$ cat src/rtl/fft8_bf_scheduler.sv
// Butterfly scheduler for an in-place radix-2 DIT 8-point FFT sharing one butterfly unit.
// Optional inverse-transform control ports are enabled with `define FFT_INVERSE_EN.
module fft8_bf_scheduler #(
  parameter int RD_LAT = 1,
  parameter int BF_LAT = 1
) (
  input  logic       i_clk,
  input  logic       i_rst_n,
  input  logic       i_start,
  input  logic       i_clear,
`ifdef FFT_INVERSE_EN
  input  logic       i_inverse,
  output logic       o_tw_conj,
`endif
  output logic       o_busy,
  output logic       o_done,
  output logic [1:0] o_stage,
  output logic       o_rd_en,
  output logic [2:0] o_rd_addr_a,
  output logic [2:0] o_rd_addr_b,
  output logic [1:0] o_tw_idx,
  output logic       o_wr_en,
  output logic [2:0] o_wr_addr_a,
  output logic [2:0] o_wr_addr_b
);

  localparam int         LAT       = RD_LAT + BF_LAT;
  localparam logic [2:0] WAIT_LOAD = 3'(LAT - 1);

  typedef enum logic [2:0] {S_IDLE, S_ISSUE, S_WAIT, S_WRITE, S_FIN} state_t;

  state_t     r_state;
  logic [1:0] r_stage, r_bf;
  logic [2:0] r_cnt;
  logic       r_busy, r_done, r_rd_en, r_wr_en, r_conj;
  logic [2:0] r_rd_a, r_rd_b, r_wr_a, r_wr_b;
  logic [1:0] r_tw;

  logic [1:0] w_nxt_stage, w_nxt_bf, w_nxt_tw;
  logic [2:0] w_nxt_a, w_nxt_b;

  // Indices and addresses of the butterfly that the next ISSUE will launch.
  always_comb begin
    w_nxt_stage = r_stage;
    w_nxt_bf    = r_bf + 2'd1;
    if (r_state == S_IDLE) begin
      w_nxt_stage = 2'd0;
      w_nxt_bf    = 2'd0;
    end else if (r_bf == 2'd3) begin
      w_nxt_stage = r_stage + 2'd1;
    end
    case (w_nxt_stage)
      2'd0: begin
        w_nxt_a  = {w_nxt_bf, 1'b0};
        w_nxt_tw = 2'd0;
      end
      2'd1: begin
        w_nxt_a  = {w_nxt_bf[1], 1'b0, w_nxt_bf[0]};
        w_nxt_tw = {w_nxt_bf[0], 1'b0};
      end
      default: begin
        w_nxt_a  = {1'b0, w_nxt_bf};
        w_nxt_tw = w_nxt_bf;
      end
    endcase
    w_nxt_b = w_nxt_a + (3'd1 << w_nxt_stage);
  end

  always_ff @(posedge i_clk or negedge i_rst_n) begin
    if (!i_rst_n) begin
      r_state <= S_IDLE;
      r_stage <= '0;
      r_bf    <= '0;
      r_cnt   <= '0;
      r_busy  <= 1'b0;
      r_done  <= 1'b0;
      r_rd_en <= 1'b0;
      r_wr_en <= 1'b0;
      r_conj  <= 1'b0;
      r_rd_a  <= '0;
      r_rd_b  <= '0;
      r_wr_a  <= '0;
      r_wr_b  <= '0;
      r_tw    <= '0;
    end else if (i_clear) begin
      r_state <= S_IDLE;
      r_stage <= '0;
      r_bf    <= '0;
      r_cnt   <= '0;
      r_busy  <= 1'b0;
      r_done  <= 1'b0;
      r_rd_en <= 1'b0;
      r_wr_en <= 1'b0;
      r_conj  <= 1'b0;
      r_rd_a  <= '0;
      r_rd_b  <= '0;
      r_wr_a  <= '0;
      r_wr_b  <= '0;
      r_tw    <= '0;
    end else begin
      r_rd_en <= 1'b0;
      r_wr_en <= 1'b0;
      r_done  <= 1'b0;
      case (r_state)
        S_IDLE: begin
          if (i_start) begin
            r_state <= S_ISSUE;
            r_stage <= w_nxt_stage;
            r_bf    <= w_nxt_bf;
            r_busy  <= 1'b1;
            r_rd_en <= 1'b1;
            r_rd_a  <= w_nxt_a;
            r_rd_b  <= w_nxt_b;
            r_tw    <= w_nxt_tw;
`ifdef FFT_INVERSE_EN
            r_conj  <= i_inverse;
`endif
          end
        end
        S_ISSUE: begin
          if (LAT > 1) begin
            r_state <= S_WAIT;
            r_cnt   <= WAIT_LOAD;
          end else begin
            r_state <= S_WRITE;
            r_wr_en <= 1'b1;
            r_wr_a  <= r_rd_a;
            r_wr_b  <= r_rd_b;
          end
        end
        S_WAIT: begin
          // Leaving on cnt==1 lands WRITE exactly LAT cycles after ISSUE.
          if (r_cnt <= 3'd1) begin
            r_state <= S_WRITE;
            r_cnt   <= '0;
            r_wr_en <= 1'b1;
            r_wr_a  <= r_rd_a;
            r_wr_b  <= r_rd_b;
          end else begin
            r_cnt <= r_cnt - 3'd1;
          end
        end
        S_WRITE: begin
          if (r_stage == 2'd2 && r_bf == 2'd3) begin
            r_state <= S_FIN;
          end else begin
            r_state <= S_ISSUE;
            r_stage <= w_nxt_stage;
            r_bf    <= w_nxt_bf;
            r_rd_en <= 1'b1;
            r_rd_a  <= w_nxt_a;
            r_rd_b  <= w_nxt_b;
            r_tw    <= w_nxt_tw;
          end
        end
        S_FIN: begin
          r_state <= S_IDLE;
          r_done  <= 1'b1;
          r_busy  <= 1'b0;
          r_conj  <= 1'b0;
          r_stage <= '0;
          r_bf    <= '0;
          r_tw    <= '0;
        end
        default: r_state <= S_IDLE;
      endcase
    end
  end

  assign o_busy      = r_busy;
  assign o_done      = r_done;
  assign o_stage     = r_stage;
  assign o_rd_en     = r_rd_en;
  assign o_rd_addr_a = r_rd_a;
  assign o_rd_addr_b = r_rd_b;
  assign o_tw_idx    = r_tw;
  assign o_wr_en     = r_wr_en;
  assign o_wr_addr_a = r_wr_a;
  assign o_wr_addr_b = r_wr_b;
`ifdef FFT_INVERSE_EN
  assign o_tw_conj   = r_conj;
`else
  logic w_conj_unused;
  assign w_conj_unused = r_conj;
`endif

endmodule

$ cat config.mk
export PLATFORM = sky130hd
export DESIGN_NAME = fft8_bf_scheduler
export DESIGN_NICKNAME = d
export VERILOG_FILES = /design/src/rtl/fft8_bf_scheduler.sv
export SDC_FILE = /design/constraint.sdc
export NUM_CORES = 1
export LEC_CHECK = 0
export BUFFER_PORTS_ARGS = -buffer_cell sky130_fd_sc_hd__buf_4
export CAP_MARGIN = 0
export CORE_MARGIN = 10
export CORE_UTILIZATION = 25
export DETAILED_ROUTE_END_ITERATION = 10
export PLACE_DENSITY = 0.52
export SLEW_MARGIN = 20
export SYNTH_ARGS = -nofsm -noshare
export SYNTH_HDL_FRONTEND = slang
export SYNTH_SLANG_ARGS = --single-unit
$ cat constraint.sdc
create_clock -name i_clk -period 4.2 [get_ports i_clk]
set_input_delay 0.84 -clock i_clk [delete_from_list [all_inputs] [get_ports i_clk]]
set_output_delay 0.84 -clock i_clk [all_outputs]
set_load 0.01 [all_outputs]
Word-level counts from Yosys, hierarchy flattened --
Index checks and enable logic that the tools add are counted.
Cells by class: order comparisons 1, reductions and logical operators 14, eq/ne operators 10, add/sub/neg operators 4, shifts and indexed selects 1, muxes and demuxes 51
Operators by type and width (count):
- $mux W3 | 18
- $mux W2 | 12
- $pmux W3 S2 | 4
- $pmux W2 S3 | 3
- $pmux W3 S4 | 1
- $mux W1 | 10
- $ne A3 B3 Y1 const B | 3
- $reduce_bool A3 Y1 | 3
- $eq A3 B2 Y1 const B | 2
- $reduce_and A2 Y1 | 3
- $reduce_and A3 Y1 | 2
- $add A2 B1 Y2 const B | 2
- $eq A2 B2 Y1 const B | 2
- $pmux W1 S2 | 2
- $pmux W2 S2 | 1
- $reduce_bool A2 Y1 | 2
- $reduce_bool A4 Y1 | 1
- $add A3 B3 Y3 | 1
- $eq A3 B1 Y1 const B | 1
- $eq A3 B3 Y1 const B | 1
- $le A3 B1 Y1 const B | 1
- $logic_not A3 Y1 | 1
- $shl A1 B2 Y3 const A | 1
- $sub A3 B1 Y3 const B | 1
- 3 further kinds | 3
Storage, ports and cells: input port bits 4, output and inout bits 20, register bits after elaboration 28, word-level logic and storage cells 94

Depth between registers and ports, before layout --
Gate-level depths: netlist (run 1).
depth after elaboration 9, gate-level depth with buffers 11, gate-level depth less buffers 11

Worst setup path before layout (run 1) --
Ideal clock, no wire load.
path type reg2reg, start reg r_stage[0] (netlist: o_stage[0]), end reg r_rd_b[2] (netlist: o_rd_addr_b[2]), period minus slack after synthesis 2.412 ns, arrival time 2.291 ns, buffers on the path 0, setup slack 1.788 ns, stages on the path, launching flop included 12, setup time 0.121 ns, path through dfrtp_1 -> inv_1 -> ha_1 -> and2_1 -> nor2_1 -> o21ai_0 -> nor2_1 -> ha_1 -> inv_1 -> fa_1 -> xnor2_1 -> a22o_1
Between the ends: cells in the longest elaborated chain, start to end 9, elaborated cells on any way between the ends 16, classes of those cells add/sub (2); eq/ne (3); shift (1); mux (7); reduce/logical (3)
RTL lines:
- start: declaration | RTL line 33 | logic [1:0] r_stage, r_bf;
- start signal: assignment | RTL line 108 | r_stage <= w_nxt_stage;
- start signal: assignment | RTL line 148 | r_stage <= w_nxt_stage;
- $add A2 B1 Y2 | RTL line 50 | w_nxt_stage = r_stage + 2'd1;
- $mux W2 | RTL line 49 | end else if (r_bf == 2'd3) begin
- $mux W2 | RTL line 46 | if (r_state == S_IDLE) begin
- $eq A2 B1 Y1 / $logic_not A2 Y1 (equally long branches) | RTL line 52 | case (w_nxt_stage)
- $pmux W3 S2 | RTL line 52
- $add A3 B3 Y3 | RTL line 66 | w_nxt_b = w_nxt_a + (3'd1 << w_nxt_stage);
- $mux W3, on equally long branches | RTL line 144, 106
- $pmux W3 S2 | RTL line 104 | case (r_state)
- $mux W3 | RTL line 85 | end else if (i_clear) begin
- end signal: assignment | RTL line 113 | r_rd_b <= w_nxt_b;
- end signal: assignment | RTL line 152 | r_rd_b <= w_nxt_b;
- end: declaration | RTL line 36 | logic [2:0] r_rd_a, r_rd_b, r_wr_a, r_wr_b;
Parallel ways exist; a longest one is shown, timed or not. The select of a mux whose other input is x is not followed. A chain may end at the register's enable or synchronous reset.

Worst setup path after layout (run 1) --
start reg r_stage[0] (netlist: o_stage[0]), end reg r_rd_b[1] (netlist: o_rd_addr_b[1])
Same word-level chain as after synthesis.

==> flow_summary.yaml, run 1 <==
synth:
  yosysTopAreaCellShare: 0.519
  synth_flop_cell: "dfrtp_1"
  synthCells: 129
  synthTopCellsByArea: "dfrtp_1 (52%), a22o_1 (7.1%), ha_1 (4.6%), nor2_1 (4.2%), nand2_1 (3.9%)"
  yosysSeqAreaShare: 0.519
  synth_fp_nets: 139
  synthMostInstantiatedCell: "dfrtp_1"
  synth_commonest_cells: "dfrtp_1 (28), nor2_1 (15), nand2_1 (14)"
  synthesis.area_sq_um: 1350
  synth_edf_count: 0
  yosysTopAreaCell: "dfrtp_1"
  syn_avg_cell_area_sq_um: 10.5
  synth_warnings: 0
  async_flop_share: 1.00
  synth-seq-cells: 28
  synth_cell_types: 34
timing:
  skew_ns: 0.00214
  maxSlewHeadroom: 0.677
  max_freq_mhz: 382
  min_period_ns: 2.62
  setup_tns_ns: 0
  final-setup-viol-count: 0
  rsz0062_at_grt: "no"
  worst_slew_pin_slew_ns: 0.483
  fin_crit_sh: 0.624
  slew_violations: 0
  final_hold_viol_count: 0
  hold-worst-slack_ns: 0.466
place:
  placed_area_sq_um: 1590
  gp_congestion: 0.859
  port_buffers: 23
  dp_cells: 219
  place_hpwl_mm: 2.32
drt:
  drt_drc_violations_left: 0
  drt_wl_total_mm: 3.05
  ant_nets: 0
  avgViaCountPerCell: 4.66
  firstDrtPassIters: 4
  num_vias: 1039
  wl_per_cell_microns: 13.7
  drt_iter0_drc: 51
clock_network:
  cts_tree: "yes"
  clkSinkCount: 28
  postCtsHoldBufs: 0
  clk_latency_ns: 0.28
  h-tree-depth: 1
  clk_path_buf_depth: 2
  cts-resized-gates: 0
  clkSlewWorstSetupHoldPaths_ns: 0.10
  cts_root_buf: "clkbuf_8"
  postCtsSetupRepairBufs: 0
  numCtsBuffers: 3
power:
  finalPower_mw: 0.609
  vdd_ir_drop_max_v: 0.000116
  powerDensity_nw_per_um2: 365
  p_leak_nw: 0.768
global_route:
  met2_usage: 0.121
  use_met1: 0.0865
  grt_max_degree: 29
  grt_pass1_vias: 1059
  track_usage: 0.0736
  antenna_found_initial: 0
  met3_usage: 0.0184
  grt_busiest_layer: "met2"
  grt_pass1_wl_mm: 5.20
  overflow: 0
critical_path:
  crit_fanout: 6
  critical_path_class: "flip-flop to flip-flop"
  endpoint_kind: "flip-flop"
  cp.required_ns: 4.38
  arrival_ns: 2.80
  cp-start-kind: "flip-flop"
finish:
  stdcell_area_sq_um: 1670
  n_antenna_cell: 0
  nets: 164
  synthToLayoutAreaGrowth_pct: 23.4
  drive_gt1_frac: 0.229
  stdcell_count: 223
hold_path:
  hp-class: "input port to asynchronous set/reset pin"
die:
  die_h_microns: 93.5
  die_x_microns: 93.5
  io_pins: 24
  rows: 26
  core_area_sq_um: 5170
  die-area_sq_um: 8740
  initial_core_util: 0.261
run_status:
  status: "finished clean"
job:
  maxCapViolCount: 0
==> cell families (layout without fill, tap and decap cells) <==
family	after synthesis	count (layout)	synth area share
flops	28	28	0.519
compound gates	37	37	0.194
mux	2	2	0.0158
fa+ha+maj	6	6	0.0612
simple gates	47	47	0.174
buf+inv	7	31	0.0232
xor+xnor	2	2	0.0130
==> path summary, 6_finish.rpt <==
check / start / endpoint / slack, ns / cells past startpoint
min: i_rst_n / o_wr_addr_b[2] / 0.47 / 1
min in group i_clk: r_bf[1] / r_bf[1] / 0.50 / 2
max: o_stage[0] / o_rd_addr_b[1] / 1.58 / 11
max reg2reg: o_stage[0] / o_rd_addr_b[1] / 1.58 / 11
min reg2reg: r_bf[1] / r_bf[1] / 0.50 / 2
max in group asynchronous: i_rst_n / r_cnt[1] / 3.48 / 1
==> routing by layer <==
| layer | routed length, microns | share of wire | up-vias |
|---|---|---|---|
| met4 | 60 | 0.020 | 0 |
| met1 | 1380 | 0.45 | 507 |
| met5 | 0 | 0 | - |
| li1 | - | - | 506 |
| met2 | 1440 | 0.47 | 20 |
| met3 | 165 | 0.054 | 6 |
==> state kept, by name (all words and copies together), names as in the netlist <==
signal / flops
o_busy: 1
o_done: 1
o_rd_addr_a: 3
o_rd_addr_b: 3
o_rd_en: 1
o_stage: 2
o_tw_idx: 2
o_wr_addr_a: 3
o_wr_addr_b: 3
o_wr_en: 1
r_bf: 2
r_cnt: 3
r_state: 3
==> stage by stage <==
step | util | setup WS [ns]
after floorplan | - | 1.79
after global placement | 0.308 | 1.75
after detailed placement | 0.308 | 1.61
after CTS | 0.322 | 1.60
after global routing | 0.322 | 1.29
final | 0.322 | 1.58
==> cell usage in the layout (no fill, tap or decap), drive strengths merged, types with 4 or more instances in the layout <==
cell type / n
a21oi: 5
a22o: 11
buf: 23
dfrtp: 28
ha: 5
inv: 4
nand2: 14
nor2: 16
nor3: 7
o21ai: 11
==> layout make-up <==
type | instances | area, sq um
Clock buffer | 3 | 41.3
Clock inverter | 1 | 30.0
Fill cell | 524 | 3510
Inverter | 4 | 15.0
Multi-Input combinational cell | 94 | 618
Sequential cell | 28 | 701
Tap cell | 70 | 87.6
Timing Repair Buffer | 23 | 173
==> where the power goes <==
part,switching [mW],internal (mW)
Sequential,0.0144,0.283
Combinational,0.0580,0.0398
Clock,0.0859,0.128
==> critical path, cell delays in order (launching register included) <==
cell	delay (ns)
dfrtp_1	0.47
inv_1	0.07
ha_1	0.29
and2_1	0.18
nor2_1	0.28
o21ai_0	0.17
nor2_1	0.16
ha_1	0.17
inv_1	0.05
fa_1	0.48
nor3_1	0.05
a21o_1	0.15
Power figures use the tool's default switching activity.
==> run 2, diff against run 1 <==
Settings changed: PLACE_DENSITY 0.52 to 0.53.
Clock period 4.2 ns to 2.2 ns, I/O delays scaled along.
==> flow_summary.yaml, run 2 (synthesis gave the netlist of run 1 again) <==
timing:
  skew_ns: 0.00554
  maxSlewHeadroom: 0.654
  hold-worst-slack_ns: 0.0656
  slew_violations: 0
  setup_slack_ns: 0.0258
  final_hold_viol_count: 0
  worst_slew_pin_slew_ns: 0.517
  fin_crit_sh: 0.988
  rsz0062_at_grt: "yes"
  final-setup-viol-count: 0
  max_freq_mhz: 460
  min_period_ns: 2.17
die:
  initial_core_util: 0.261
  rows: 26
  die_h_microns: 93.5
  core_area_sq_um: 5170
  die-area_sq_um: 8740
  io_pins: 24
  die_x_microns: 93.5
power:
  vdd_ir_drop_max_v: 0.000327
  powerDensity_nw_per_um2: 661
  p_leak_nw: 0.828
  swShare: 0.264
  p_comb_frac: 0.189
  p_int_mw: 0.878
  seq_power_share: 0.469
  clkPwrFrac: 0.343
  p_switching_mw: 0.315
drt:
  firstDrtPassIters: 4
  drt_drc_violations_left: 0
  num_vias: 1071
  drt_wl_total_mm: 3.36
  wl_per_cell_microns: 14.3
  ant_nets: 0
  drt_iter0_drc: 45
  avgViaCountPerCell: 4.56
finish:
  fillers: 529
  final_common_cell: "buf_4"
  n_antenna_cell: 0
  synthToLayoutAreaGrowth_pct: 33.7
  drive_gt1_frac: 0.364
  layout_common_cells: "buf_4 (35), dfrtp_1 (27), nand2_1 (14)"
  utilization: 0.349
  nets: 176
critical_path:
  path_buf_inv: 2
  crit_fanout: 5
  arrival_ns: 2.35
  endpoint_kind: "flip-flop"
  critical_path_class: "flip-flop to flip-flop"
  cp.required_ns: 2.37
  cp_common_cell: "inv_2"
  max_stage_delay_ns: 0.48
  cp-start-kind: "flip-flop"
  crit_chain: "inv_2, ha_4, and2_4, nor2_4, o21ai_2, nor2_2, ha_2, inv_2, fa_1, nor3_2, a21o_1"
  cpMaxStageDelayCell: "fa_1"
  crit_family: "adder cells"
clock_network:
  clk_path_buf_depth: 2
  numCtsBuffers: 3
  cts_root_buf: "clkbuf_8"
  clk_latency_ns: 0.28
  clkSinkCount: 28
  h-tree-depth: 1
  cts_tree: "yes"
  clkSlewWorstSetupHoldPaths_ns: 0.10
global_route:
  track_usage: 0.0798
  antenna_found_initial: 0
  grt_pass1_wl_mm: 5.77
  grt_pass1_vias: 1183
  overflow: 0
  grt_max_degree: 29
place:
  gp_congestion: 0.812
  port_buffers: 23
  post-place-ws_ns: -0.0547
  place_hpwl_mm: 2.46
hold_path:
  hp-class: "input port to asynchronous set/reset pin"
job:
  maxCapViolCount: 0
run_status:
  status: "finished clean"
[run 2: stage by stage]
| stage | power [mW] | cell area (sq um) | std cells | setup TNS, ns |
|---|---|---|---|---|
| final | 1.19 | 1810 | 235 | 0 |
| after global routing | 1.25 | 1810 | 235 | -0.225 |
| after CTS | 1.20 | 1790 | 234 | 0 |
| after detailed placement | 0.791 | 1690 | 229 | -0.104 |
| after global placement | 0.784 | 1690 | 229 | -0.0546 |
| after floorplan | 0.697 | 1370 | 129 | -0.00914 |
[run 2: worst reg2reg max path, delay by kind of cell, from the launching register on]
family / cells / cell delay (ns)
AND/OR/NAND/NOR: 4 / 0.45
adder cells (fa/ha/maj): 3 / 0.85
buffers and inverters: 2 / 0.10
AO/OA/AOI/OAI: 2 / 0.24
flip-flops: 1 / 0.42
[run 2: final timing paths]
kind | cells after the start | startpoint | end | slack (ns)
max | 11 | o_stage[0] | o_rd_addr_b[1] | 0.03
min in group i_clk | 2 | i_clear | r_cnt[0] | 0.39
max reg2reg | 11 | o_stage[0] | o_rd_addr_b[1] | 0.03
min reg2reg | 2 | o_tw_idx[0] | o_tw_idx[0] | 0.51
min | 1 | i_rst_n | o_done | 0.07
max in group asynchronous | 1 | i_rst_n | o_stage[0] | 1.84
[run 2: repair_timing]
item / 4_1_cts / 5_1_grt
gates resized for setup: 4 / 3
hold endpoints to repair: 0 / 0
hold buffers: 0 / 0
buffers inserted: 1 / 1
setup endpoints to repair: 2 / 2
pin swaps: 5 / 2
[run 2: power by group through the flow]
stage          Clock [mW]  Combinational [mW]  Sequential [mW]
2_1_floorplan           0               0.118            0.579
3_3_place_gp            0               0.217            0.567
3_5_place_dp            0               0.222            0.569
4_1_cts             0.415               0.225            0.559
5_1_grt             0.438               0.251            0.563
6_report            0.409               0.225            0.559
[run 2: routing by layer]
layer / vias up / share of wire / routed length [microns] / global-route usage
met4: 0 / 0.0042 / 14 / 0.00771
met5: - / 0 / 0 / 0
li1: 526 / - / - / -
met1: 529 / 0.45 / 1510 / 0.0973
met3: 2 / 0.050 / 168 / 0.0288
met2: 14 / 0.50 / 1670 / 0.136
[run 2: layout make-up]
class / instances / area, sq um / area share
Inverter: 4 / 15.0 / 0.00832
Tap cell: 70 / 87.6 / 0.0485
Timing Repair Buffer: 35 / 263 / 0.146
Multi-Input combinational cell: 94 / 667 / 0.369
Sequential cell: 28 / 702 / 0.389
Clock inverter: 1 / 30.0 / 0.0166
Clock buffer: 3 / 41.3 / 0.0229
==> run 3, diff against run 2 <==
Settings changed: CORE_MARGIN 10 to unset, SKIP_LAST_GASP set to 1, SLEW_MARGIN 20 to unset.
==> flow_summary.yaml, run 3 (synthesis gave the netlist of run 1 again) <==
timing:
  min_period_ns: 2.22
  setup_slack_ns: -0.0168
  max_freq_mhz: 451
  skew_ns: 0.00135
  setup_tns_ns: -0.0250
  worst_slew_pin_slew_ns: 0.489
  final_hold_viol_count: 0
  slew_violations: 0
  maxSlewHeadroom: 0.672
  final-setup-viol-count: 2
  fin_crit_sh: 1.01
  rsz0062_at_grt: "yes"
place:
  port_buffers: 23
  place_hpwl_mm: 2.23
  dp_cells: 230
  gp_congestion: 0.808
  placed_area_sq_um: 1690
  post-place-ws_ns: -0.0631
finish:
  stdcell_count: 236
  final_common_cell: "buf_4"
  multi_input_area_sq_um: 659
  fillers: 555
  n_antenna_cell: 0
  drive_gt1_frac: 0.361
  seqCellArea_sq_um: 702
  stdcell_area_sq_um: 1810
  nets: 177
  synthToLayoutAreaGrowth_pct: 33.7
  layout_common_cells: "buf_4 (36), dfrtp_1 (27), nand2_1 (14)"
hold_path:
  hp-class: "input port to asynchronous set/reset pin"
drt:
  wl_per_cell_microns: 12.8
  drt_drc_violations_left: 0
  avgViaCountPerCell: 4.65
  ant_nets: 0
  drt_wl_total_mm: 3.03
  firstDrtPassIters: 4
  num_vias: 1098
  drt_iter0_drc: 75
global_route:
  antenna_found_initial: 0
  grt_max_degree: 29
  grt_pass1_vias: 1076
  grt_pass1_wl_mm: 4.97
  overflow: 0
  track_usage: 0.117
run_status:
  status: "complete, but fails checks"
  violations: "negative setup slack"
clock_network:
  h-tree-depth: 1
  clkSlewWorstSetupHoldPaths_ns: 0.10
  cts_tree: "yes"
  numCtsBuffers: 3
  clkSinkCount: 28
  cts_root_buf: "clkbuf_8"
  clk_path_buf_depth: 2
  clk_latency_ns: 0.28
critical_path:
  arrival_ns: 2.39
  max_stage_delay_ns: 0.49
  endpoint_kind: "flip-flop"
  critical_path_class: "flip-flop to flip-flop"
  crit_family: "adder cells"
  cp.required_ns: 2.38
  crit_chain: "ha_1, and2_4, nor2_4, o21ai_2, nor2_2, ha_2, inv_1, fa_1, nor3_2, a21o_1"
  crit_fanout: 5
  path_buf_inv: 1
  cp-start-kind: "flip-flop"
  cpMaxStageDelayCell: "fa_1"
die:
  core_area_sq_um: 5140
  io_pins: 24
  die-area_sq_um: 5700
  initial_core_util: 0.263
  rows: 26
  die_h_microns: 75.5
  die_x_microns: 75.5
power:
  p_switching_mw: 0.313
  finalPower_mw: 1.19
  seq_power_share: 0.471
  vdd_ir_drop_max_v: 0.000377
  clkPwrFrac: 0.344
  swShare: 0.263
  p_leak_nw: 0.833
  powerDensity_nw_per_um2: 659
  p_int_mw: 0.876
  p_comb_frac: 0.185
job:
  maxCapViolCount: 0
[run 3: path summary, 6_finish.rpt]
| path | from | to | slack [ns] | cells past startpoint |
|---|---|---|---|---|
| max in group asynchronous | i_rst_n | o_stage[0] | 1.87 | 1 |
| setup / recovery | o_stage[1] | o_rd_addr_b[1] | -0.02 | 10 |
| min in group i_clk | i_clear | r_cnt[0] | 0.40 | 2 |
| hold / removal | i_rst_n | o_tw_idx[0] | 0.06 | 1 |
| hold reg to reg | r_bf[1] | r_bf[1] | 0.50 | 2 |
| setup reg to reg | o_stage[1] | o_rd_addr_b[1] | -0.02 | 10 |
[run 3: repair_timing]
item                                    CTS  global route
hold buffers                              0             0
endpoints found under the setup margin    2             2
pin swaps                                 3             2
resized for setup                         5             1
buffers inserted                          2             0
[run 3: area by class of cell]
class,instances,area share
repair buffers,36,0.150
clock inverters,1,0.0166
clock buffers,3,0.0229
multi-input cells,94,0.365
inverters,4,0.00832
flip-flops and latches,28,0.389
well taps,70,0.0485
[run 3: per-stage QoR]
| step | utilization | hold WS, ns |
|---|---|---|
| after global placement | 0.330 | 0.371 |
| after CTS | 0.350 | 0.0723 |
| after global routing | 0.351 | 0.0726 |
| after detailed placement | 0.330 | 0.378 |
| after floorplan | - | 0.144 |
| final | 0.351 | 0.0579 |
[run 3: power groups by stage]
stage / combinational (mW) / clock [mW] / sequential, mW
floorplan: 0.118 / 0 / 0.579
global placement: 0.211 / 0 / 0.567
detailed placement: 0.217 / 0 / 0.569
CTS: 0.221 / 0.415 / 0.560
global route: 0.247 / 0.440 / 0.563
finish: 0.220 / 0.409 / 0.560
[run 3: per-layer routing]
| layer | GRT usage | routed length, microns | part of all wire | vias to the layer above |
|---|---|---|---|---|
| li1 | - | - | - | 533 |
| met1 | 0.151 | 1480 | 0.49 | 529 |
| met2 | 0.188 | 1360 | 0.45 | 26 |
| met3 | 0.0331 | 122 | 0.040 | 10 |
| met4 | 0.0453 | 68 | 0.022 | 0 |
| met5 | 0 | 0 | 0 | - |
